--- src/rtl/multicycle_controller_pkg.sv ---
// Shared encodings for the multicycle controller: opcodes, funct codes,
// ALU selects, FSM states and the per-state control word.
package multicycle_controller_pkg;

   localparam int OPW_C = 6;
   localparam int FNW_C = 6;
   localparam int SW_C  = 4;

   localparam logic [5:0] OP_RTYPE = 6'b000000;
   localparam logic [5:0] OP_LW    = 6'b100011;
   localparam logic [5:0] OP_SW    = 6'b101011;
   localparam logic [5:0] OP_BEQ   = 6'b000100;
   localparam logic [5:0] OP_ADDI  = 6'b001000;
   localparam logic [5:0] OP_J     = 6'b000010;

   localparam logic [5:0] FN_ADD = 6'b100000;
   localparam logic [5:0] FN_SUB = 6'b100010;
   localparam logic [5:0] FN_AND = 6'b100100;
   localparam logic [5:0] FN_OR  = 6'b100101;
   localparam logic [5:0] FN_SLT = 6'b101010;

   localparam logic [2:0] ALU_AND = 3'b000;
   localparam logic [2:0] ALU_OR  = 3'b001;
   localparam logic [2:0] ALU_ADD = 3'b010;
   localparam logic [2:0] ALU_SUB = 3'b110;
   localparam logic [2:0] ALU_SLT = 3'b111;

   localparam logic [1:0] ALUOP_ADD   = 2'b00;
   localparam logic [1:0] ALUOP_SUB   = 2'b01;
   localparam logic [1:0] ALUOP_FUNCT = 2'b10;

   typedef enum logic [SW_C-1:0] {
      S_IDLE    = 4'd0,
      S_FETCH   = 4'd1,
      S_DECODE  = 4'd2,
      S_MEMADR  = 4'd3,
      S_MEMRD   = 4'd4,
      S_MEMWB   = 4'd5,
      S_MEMWR   = 4'd6,
      S_EXECUTE = 4'd7,
      S_ALUWB   = 4'd8,
      S_BRANCH  = 4'd9,
      S_ADDIEX  = 4'd10,
      S_ADDIWB  = 4'd11,
      S_JUMP    = 4'd12
   } state_t;

   typedef struct packed {
      logic       iord;
      logic       mem_write;
      logic       ir_write;
      logic       pc_write;
      logic       branch;
      logic [1:0] pc_src;
      logic       alu_src_a;
      logic [1:0] alu_src_b;
      logic       reg_dst;
      logic       mem_to_reg;
      logic       reg_write;
   } ctrl_t;

   function automatic ctrl_t state_ctrl(input state_t s);
      ctrl_t c;
      c = '0;
      case (s)
         S_FETCH:   begin c.ir_write = 1'b1; c.alu_src_b = 2'b01; c.pc_write = 1'b1; end
         S_DECODE:  c.alu_src_b = 2'b11;
         S_MEMADR:  begin c.alu_src_a = 1'b1; c.alu_src_b = 2'b10; end
         S_MEMRD:   c.iord = 1'b1;
         S_MEMWB:   begin c.mem_to_reg = 1'b1; c.reg_write = 1'b1; end
         S_MEMWR:   begin c.iord = 1'b1; c.mem_write = 1'b1; end
         S_EXECUTE: c.alu_src_a = 1'b1;
         S_ALUWB:   begin c.reg_dst = 1'b1; c.reg_write = 1'b1; end
         S_BRANCH:  begin c.alu_src_a = 1'b1; c.branch = 1'b1; c.pc_src = 2'b01; end
         S_ADDIEX:  begin c.alu_src_a = 1'b1; c.alu_src_b = 2'b10; end
         S_ADDIWB:  c.reg_write = 1'b1;
         S_JUMP:    begin c.pc_src = 2'b10; c.pc_write = 1'b1; end
         default:   c = '0;
      endcase
      return c;
   endfunction

   function automatic logic [1:0] state_alu_op(input state_t s);
      case (s)
         S_EXECUTE: return ALUOP_FUNCT;
         S_BRANCH:  return ALUOP_SUB;
         default:   return ALUOP_ADD;
      endcase
   endfunction

   function automatic logic rtype_funct_ok(input logic [5:0] f);
      return (f == FN_ADD) || (f == FN_SUB) || (f == FN_AND) ||
             (f == FN_OR) || (f == FN_SLT);
   endfunction

endpackage

--- src/rtl/multicycle_controller_alu_decoder.sv ---
// Maps the FSM's ALUOp class plus the R-type funct field onto the 3-bit AluCon.
module alu_decoder
   import multicycle_controller_pkg::*;
(
   input  logic [1:0] alu_op,
   input  logic [5:0] funct,
   output logic [2:0] alu_con
);

   // ALU select decode
   always_comb begin
      alu_con = ALU_ADD;
      case (alu_op)
         ALUOP_ADD: alu_con = ALU_ADD;
         ALUOP_SUB: alu_con = ALU_SUB;
         ALUOP_FUNCT: begin
            case (funct)
               FN_ADD:  alu_con = ALU_ADD;
               FN_SUB:  alu_con = ALU_SUB;
               FN_AND:  alu_con = ALU_AND;
               FN_OR:   alu_con = ALU_OR;
               FN_SLT:  alu_con = ALU_SLT;
               default: alu_con = ALU_ADD;
            endcase
         end
         default: alu_con = ALU_ADD;
      endcase
   end

endmodule

--- src/rtl/multicycle_controller.sv ---
// Multicycle processor control FSM. Control outputs are registered from the
// next state so each one is a clean function of the current state register.
module multicycle_controller
   import multicycle_controller_pkg::*;
#(
   parameter int OPW = OPW_C,
   parameter int FNW = FNW_C,
   parameter int SW  = SW_C
) (
   input  logic           clk,
   input  logic           reset_n,
   input  logic [OPW-1:0] Op,
   input  logic [FNW-1:0] Funct,
   input  logic           Zero,
   output logic           IorD,
   output logic           MemWrite,
   output logic           IRWrite,
   output logic           PCEn,
   output logic [1:0]     PCSrc,
   output logic           ALUSrcA,
   output logic [1:0]     ALUSrcB,
   output logic [2:0]     AluCon,
   output logic           RegDst,
   output logic           MemtoReg,
   output logic           RegWrite,
   output logic           Illegal,
   output logic [SW-1:0]  State
);

   state_t     state_r;
   state_t     next_state_s;
   ctrl_t      ctrl_r;
   ctrl_t      next_ctrl_s;
   logic [2:0] alu_con_r;
   logic [2:0] next_alu_con_s;
   logic       store_r;
   logic       illegal_s;

   // Next-state decode; Op/Funct are only looked at while in DECODE
   always_comb begin
      next_state_s = S_FETCH;
      illegal_s    = 1'b0;
      case (state_r)
         S_IDLE:  next_state_s = S_FETCH;
         S_FETCH: next_state_s = S_DECODE;
         S_DECODE: begin
            if ((Op == OP_LW) || (Op == OP_SW)) begin
               next_state_s = S_MEMADR;
            end else if ((Op == OP_RTYPE) && rtype_funct_ok(Funct)) begin
               next_state_s = S_EXECUTE;
            end else if (Op == OP_BEQ) begin
               next_state_s = S_BRANCH;
            end else if (Op == OP_ADDI) begin
               next_state_s = S_ADDIEX;
            end else if (Op == OP_J) begin
               next_state_s = S_JUMP;
            end else begin
               next_state_s = S_FETCH;
               illegal_s    = 1'b1;
            end
         end
         S_MEMADR: begin
            if (store_r) begin
               next_state_s = S_MEMWR;
            end else begin
               next_state_s = S_MEMRD;
            end
         end
         S_MEMRD:   next_state_s = S_MEMWB;
         S_EXECUTE: next_state_s = S_ALUWB;
         S_ADDIEX:  next_state_s = S_ADDIWB;
         default:   next_state_s = S_FETCH;
      endcase
   end

   assign next_ctrl_s = state_ctrl(next_state_s);

   // Funct is read while in DECODE, which is when EXECUTE's select gets registered
   alu_decoder u_alu_decoder (
      .alu_op  (state_alu_op(next_state_s)),
      .funct   (Funct),
      .alu_con (next_alu_con_s)
   );

   // State register with its registered control word
   always_ff @(posedge clk or negedge reset_n) begin
      if (!reset_n) begin
         state_r   <= S_IDLE;
         ctrl_r    <= '0;
         alu_con_r <= ALU_ADD;
         store_r   <= 1'b0;
      end else begin
         state_r   <= next_state_s;
         ctrl_r    <= next_ctrl_s;
         alu_con_r <= next_alu_con_s;
         if (state_r == S_DECODE) begin
            store_r <= (Op == OP_SW);
         end else begin
            store_r <= store_r;
         end
      end
   end

   assign IorD     = ctrl_r.iord;
   assign MemWrite = ctrl_r.mem_write;
   assign IRWrite  = ctrl_r.ir_write;
   assign PCSrc    = ctrl_r.pc_src;
   assign ALUSrcA  = ctrl_r.alu_src_a;
   assign ALUSrcB  = ctrl_r.alu_src_b;
   assign AluCon   = alu_con_r;
   assign RegDst   = ctrl_r.reg_dst;
   assign MemtoReg = ctrl_r.mem_to_reg;
   assign RegWrite = ctrl_r.reg_write;
   // Zero is only meaningful in BRANCH, so it bypasses the output register
   assign PCEn     = ctrl_r.pc_write | (ctrl_r.branch & Zero);
   // The opcode is not in the IR before DECODE, so this flag cannot be pre-registered
   assign Illegal  = illegal_s;
   assign State    = state_r;

endmodule

--- config.mk ---
export PLATFORM = sky130hd
export DESIGN_NAME = multicycle_controller
export DESIGN_NICKNAME = d
export VERILOG_FILES = /design/src/rtl/multicycle_controller_pkg.sv /design/src/rtl/multicycle_controller_alu_decoder.sv /design/src/rtl/multicycle_controller.sv
export SDC_FILE = /design/constraint.sdc
export NUM_CORES = 1
export LEC_CHECK = 0
export BUFFER_PORTS_ARGS = -buffer_cell sky130_fd_sc_hd__buf_2
export CORE_MARGIN = 5
export CORE_UTILIZATION = 39
export CTS_CLUSTER_DIAMETER = 120
export DETAILED_ROUTE_END_ITERATION = 8
export HOLD_SLACK_MARGIN = 0.15
export PLACE_DENSITY = 0.6
export SLEW_MARGIN = 15
export SYNTH_ARGS = -nofsm -noshare
export SYNTH_HDL_FRONTEND = slang
export SYNTH_SLANG_ARGS = --single-unit
--- constraint.sdc ---
create_clock -name clk -period 3 [get_ports clk]
set_input_delay 0.15 -clock clk [delete_from_list [all_inputs] [get_ports clk]]
set_output_delay 0.15 -clock clk [all_outputs]
set_load 0.05 [all_outputs]
### Yosys cells after proc, flatten, opt, wreduce, memory -nomap -nowiden

Cells that the tools add are included.

* equality and inequality tests: 30
* mux-type cells: 27
* bitwise operators: 2
* reduce and logical (&&, ||, !) cells: 12

Operators with widths (number)
* $eq 6x6->1 const B: 7
* $eq 4x3->1 const B: 6
* $eq 4x4->1 const B: 6
* $pmux 4 s6: 1
* $mux 4: 5
* $eq 4x2->1 const B: 4
* $mux 1: 15
* $pmux 3 s4: 1
* $eq 4x1->1 const B: 2
* $pmux 2 s2: 2
* $eq 6x2->1 const B: 1
* $eq 6x3->1 const B: 1
* $eq 6x4->1 const B: 1
* $logic_not 6->1: 1
* $pmux 2 s3: 1
* $pmux 3 s2: 1
* $reduce_or 2->1: 3
* $logic_or 1x1->1: 5
* $reduce_or 4->1: 1
* $reduce_or 3->1: 1
* $eq 2x1->1 const B: 1
* $eq 2x2->1 const B: 1
* $mux 2: 1
* $and 1x1->1: 1
* 2 further kinds: 2

* logic and storage cells: 85
* input port bits: 15
* output and inout bits: 20
* flip-flop bits (word level): 21

### Depth between registers and ports, before layout

* depth after elaboration: 13
* mapped depth: 9
* gate-level depth less buffers: 8

### By module

Synthesis repeated with hierarchy kept, for this count alone.

* cells, all modules: 118
* area, all modules: 1161.1 um^2

By module, submodules not included
* multicycle_controller: area each 1042.2 um^2, seq. area each 501.7 um^2, cells an instance 103, times used 1
* alu_decoder: area each 118.9 um^2, seq. area each 0.0 um^2, cells an instance 15, times used 1

### Worst setup path before layout

No wires, ideal clock.

* path kind: flip-flop to output port
* start: register state_r[0], in the netlist State[0]
* end: output port Illegal
* required time: 2.850 ns
* cell stages (with the launch flop): 5
* data arrival time: 2.459 ns
* slack: 0.391 ns
* cells stage by stage: dfrtp_1 > clkbuf_1 > nor4b_1 > nand2_1 > nor3_1

* cells in the longest elaborated chain, start to end: 2

Ends and longest elaborated chain
* start: declaration: line multicycle_controller.sv:30 `state_t state_r;`
* start signal: assignment: line multicycle_controller.sv:93 `state_r <= next_state_s;`
* $eq 4x2->1: line multicycle_controller.sv:43 `case (state_r)`
* $mux 1: line multicycle_controller.sv:43
* end: declaration: line multicycle_controller.sv:26 `output logic Illegal,`

Every way passes these cells.

### Worst setup path in the final report

* start: register state_r[0], in the netlist State[0]
* end: register alu_con_r[0], in the netlist AluCon[0]

* cells in the longest elaborated chain, start to end: 6
* elaborated cells between the ends (all ways): 13
* classes of those cells: 10 x eq/ne; 3 x mux

Ends and longest elaborated chain
* $eq 4x4->1, or another cell as far along: line multicycle_controller.sv:43
* $pmux 4 s6 *: line multicycle_controller.sv:43
* $eq 4x4->1 or $eq 4x3->1 (tied branches): line multicycle_controller_pkg.sv:84 `case (s)`
* $pmux 2 s2 *: line multicycle_controller_pkg.sv:84
* $eq 2x2->1 or $eq 2x1->1 (tied branches): line multicycle_controller_alu_decoder.sv:13 `case (alu_op)`
* $pmux 3 s2 *: line multicycle_controller_alu_decoder.sv:13
* named net next_alu_con_s[0]: line multicycle_controller.sv:35 `logic [2:0] next_alu_con_s;`
* end signal: assignment: line multicycle_controller.sv:95 `alu_con_r <= next_alu_con_s;`
* end: declaration: line multicycle_controller.sv:34 `logic [2:0] alu_con_r;`

The timed path passes the listed nets; every way through them passes the cells marked *.
A chain may end at the register's enable or synchronous reset.

==> results_dict.tcl <==
set metrics [dict create \
    wl_per_cell_um 13.9 \
    synth_edf_count 0 \
    cp_cell_sequence "nor2_2 -> nand3_1 -> or4b_4 -> nand3_1 -> or3_1 -> ha_1 -> nand2_1 -> nor2_1 -> dlygate4sd3_1" \
    synth-async-reset-ratio 1.00 \
    grt_use_met1 0.168 \
    drt_iter0_markers 40 \
    synth_top_family_by_area "simple AND/OR/NAND/NOR gates" \
    fin_hold_ws_ns 0.163 \
    status "finished clean" \
    cp-start-kind "flip-flop" \
    cts_tree "done" \
    num_rows 19 \
    finalInstanceArea_um2 1340 \
    met2_usage 0.206 \
    pwr_density_cell_nw_per_um2 909 \
    die_w_um 62.8 \
    yosys.area_share.simple 0.270 \
    nNetsFinal 165 \
    maxSlewViolCount 0 \
    place_area_um2 1250 \
    hold_class "in2reg" \
    setup_viol 0 \
    avgViaCountPerCell 5.52 \
    gp_congestion 0.849 \
    worst-r2r-cell-count 9 \
    cpMostUsedCell "nand3_1" \
    die-area_um2 3940 \
    syn_area_um2 1090 \
    power_mw 1.22 \
    grt_use_met3 0.0252 \
    fin_cells 177 \
    cp_slowest_cell "or4b_4" \
    slowest_delay_ns 0.57 \
    grt_pass1_wl_um 4200 \
    grt_pass1_vias 944 \
    arrival_ns 3.05 \
    die_h_um 62.8 \
    place_inst 168 \
    synth_top_area_share 0.460 \
    finalCritPeriodShare 0.932 \
    htree_levels 1 \
    cts.sinks 21 \
    fillCellCount 276 \
    avgSynthCellArea_um2 9.80 \
    p_leak_nw 0.697 \
    area_delta_synth_final_pct 23.6 \
    drc 0 \
    r2r_start "State[0]" \
    hpwlAfterDp_um 1810 \
    routed-via-count 977 \
    synth-adder-area-share 0.0345 \
    max-slew-margin-rel 0.599 \
    cts_buffer_depth 2 \
    critPathKind "reg2reg" \
    dr.pass1.iters 4 \
    synth.net_count 129 \
    core_um2 2710 \
    rrSetupSlack_ns 0.21 \
    hold_depth 4 \
    worst_slack_ns 0.205 \
    ios 35 \
    grt_max_degree 22 \
    reg2reg_to "AluCon[0]" \
    synth-xor-area-share 0.0161 \
    synth.yosys.seq_area_share 0.484 \
    post-place-ws_ns 0.603 \
    synth_top_area_cell "dfrtp_1" \
    clk_pin_slew_worst_paths_ns 0.12 \
    busiest_layer "met2" \
    tightest_slew_ns 0.601 \
    min_from "Op[4]" \
    grt_overflow_total 0 \
    tns_ns 0 \
    antenna_found_initial 0 \
    numCtsBuffers 3 \
    synth_compound_area_frac 0.133 \
    fin_crit_ns 2.79 \
    ys_top_cells_by_area "dfrtp_1 (46%), nand2_1 (4.5%), ha_1 (3.5%)" \
    ys_ff_latch 21 \
    clock_skew_ns 0.00841 \
    diodes 0 \
    netlist_instances 111 \
    insertion_delay_ns 0.32 \
    synthFlopType "dfrtp_1" \
    hold_end "store_r" \
    grt_setup_unrepaired "false" \
    required_ns 3.26 \
    synth_cell_types 41 \
    critPathMaxFanout 12 \
    postLayoutCoreUtil 0.496 \
    muxShareOfSynthArea 0.00921 \
    hold_violations 0 \
    detail-route-antenna-nets 0 \
    numPortBuffers 34 \
    start_util 0.401 \
    track_usage 0.132 \
    drive_gt1_frac 0.322 \
    clockRootBuffer "clkbuf_4" \
    routed_wl_um 2460 \
    peakVddDrop_mv 0.615 \
    fmax_mhz 358 \
    ys.warnings.count 0 \
    cap_viol_max_count 0 \
    end_kind "flip-flop" \
]
-- final cells by class --
type	instances	area (um2)	area share
Sequential cell	21	527	0.392
Multi-Input combinational cell	79	519	0.386
Tap cell	31	38.8	0.0289
Inverter	3	11.3	0.00838
Clock inverter	1	5.00	0.00372
Timing Repair Buffer	39	220	0.164
Clock buffer	3	22.5	0.0168
-- repair_timing --
action / 4_1_cts / 5_1_grt
buffers inserted: 0 / 0
hold endpoints to repair: 23 / 0
setup endpoints to repair: 0 / 1
hold buffers: 5 / 0
resized for setup: 0 / 3
-- flip-flops by register name, indices dropped and copies added, names as in the netlist, 2 cells and up --
signal,count
ALUSrcB,2
AluCon,3
State,4
PCSrc,2
ctrl_r,2
-- power by group --
part | internal (mW) | total (mW) | switching (mW) | leakage [nW]
Clock | 0.0500 | 0.138 | 0.0884 | 0.0177
Combinational | 0.177 | 0.654 | 0.477 | 0.402
Sequential | 0.358 | 0.429 | 0.0715 | 0.277
-- how the worst max path moves through the flow --
stage / start / endpoint
floorplan: State[0] / Illegal
global placement: State[2] / AluCon[2]
detailed placement: State[0] / AluCon[2]
CTS: State[0] / AluCon[0]
global route: State[0] / AluCon[0]
finish: State[0] / AluCon[0]
-- cells by family (layout without fill, tap and decap cells) --
kind of cell    Yosys count  after routing
compound gates           20             20
xor+xnor                  2              2
fa+ha+maj                 3              3
buf+inv                  11             46
flops                    21             21
mux                       1              1
simple gates             53             53
-- cell usage in the layout (no fill, tap or decap), types with 2 or more instances in the layout --
| master | Yosys | final |
|---|---|---|
| nor2_1 | 8 | 7 |
| nand2b_1 | 2 | 2 |
| nand3_1 | 4 | 4 |
| a31oi_1 | 3 | 3 |
| ha_1 | 3 | 3 |
| nand3b_1 | 2 | 2 |
| o21ai_0 | 2 | 2 |
| a21o_1 | 4 | 4 |
| a21oi_1 | 2 | 2 |
| dfrtp_1 | 20 | 20 |
| dlygate4sd3_1 | 0 | 5 |
| nor2_2 | 1 | 2 |
| nor3_1 | 7 | 7 |
| buf_2 | 0 | 34 |
| nor2b_1 | 3 | 3 |
| clkbuf_4 | 0 | 3 |
| nand2_1 | 13 | 13 |
| inv_1 | 3 | 3 |
-- cell usage after synthesis (2+ instances only) --
master	number
nand3b_1	2
clkbuf_1	4
o21ai_0	2
a31oi_1	3
o221ai_1	2
a21oi_1	2
inv_1	3
a21o_1	4
buf_4	4
nand2_1	13
nor2b_1	3
nor3_1	7
nand3_1	4
ha_1	3
nand2b_1	2
dfrtp_1	20
nor4b_1	2
nor2_1	8
-- layer usage --
| metal | wire length [um] | part of all wire |
|---|---|---|
| met1 | 1070 | 0.43 |
| met4 | 71 | 0.029 |
| met5 | 0 | 0 |
| met3 | 151 | 0.061 |
| met2 | 1170 | 0.47 |
-- critical path, delay by kind of cell (launching register included) --
kind | cells | cell delay (ns)
and+or+nand+nor | 7 | 1.46
buffers and inverters | 1 | 0.54
adders and majority gates | 1 | 0.19
DFF | 1 | 0.54
No activity file was read; power rests on OpenSTA's default activity.
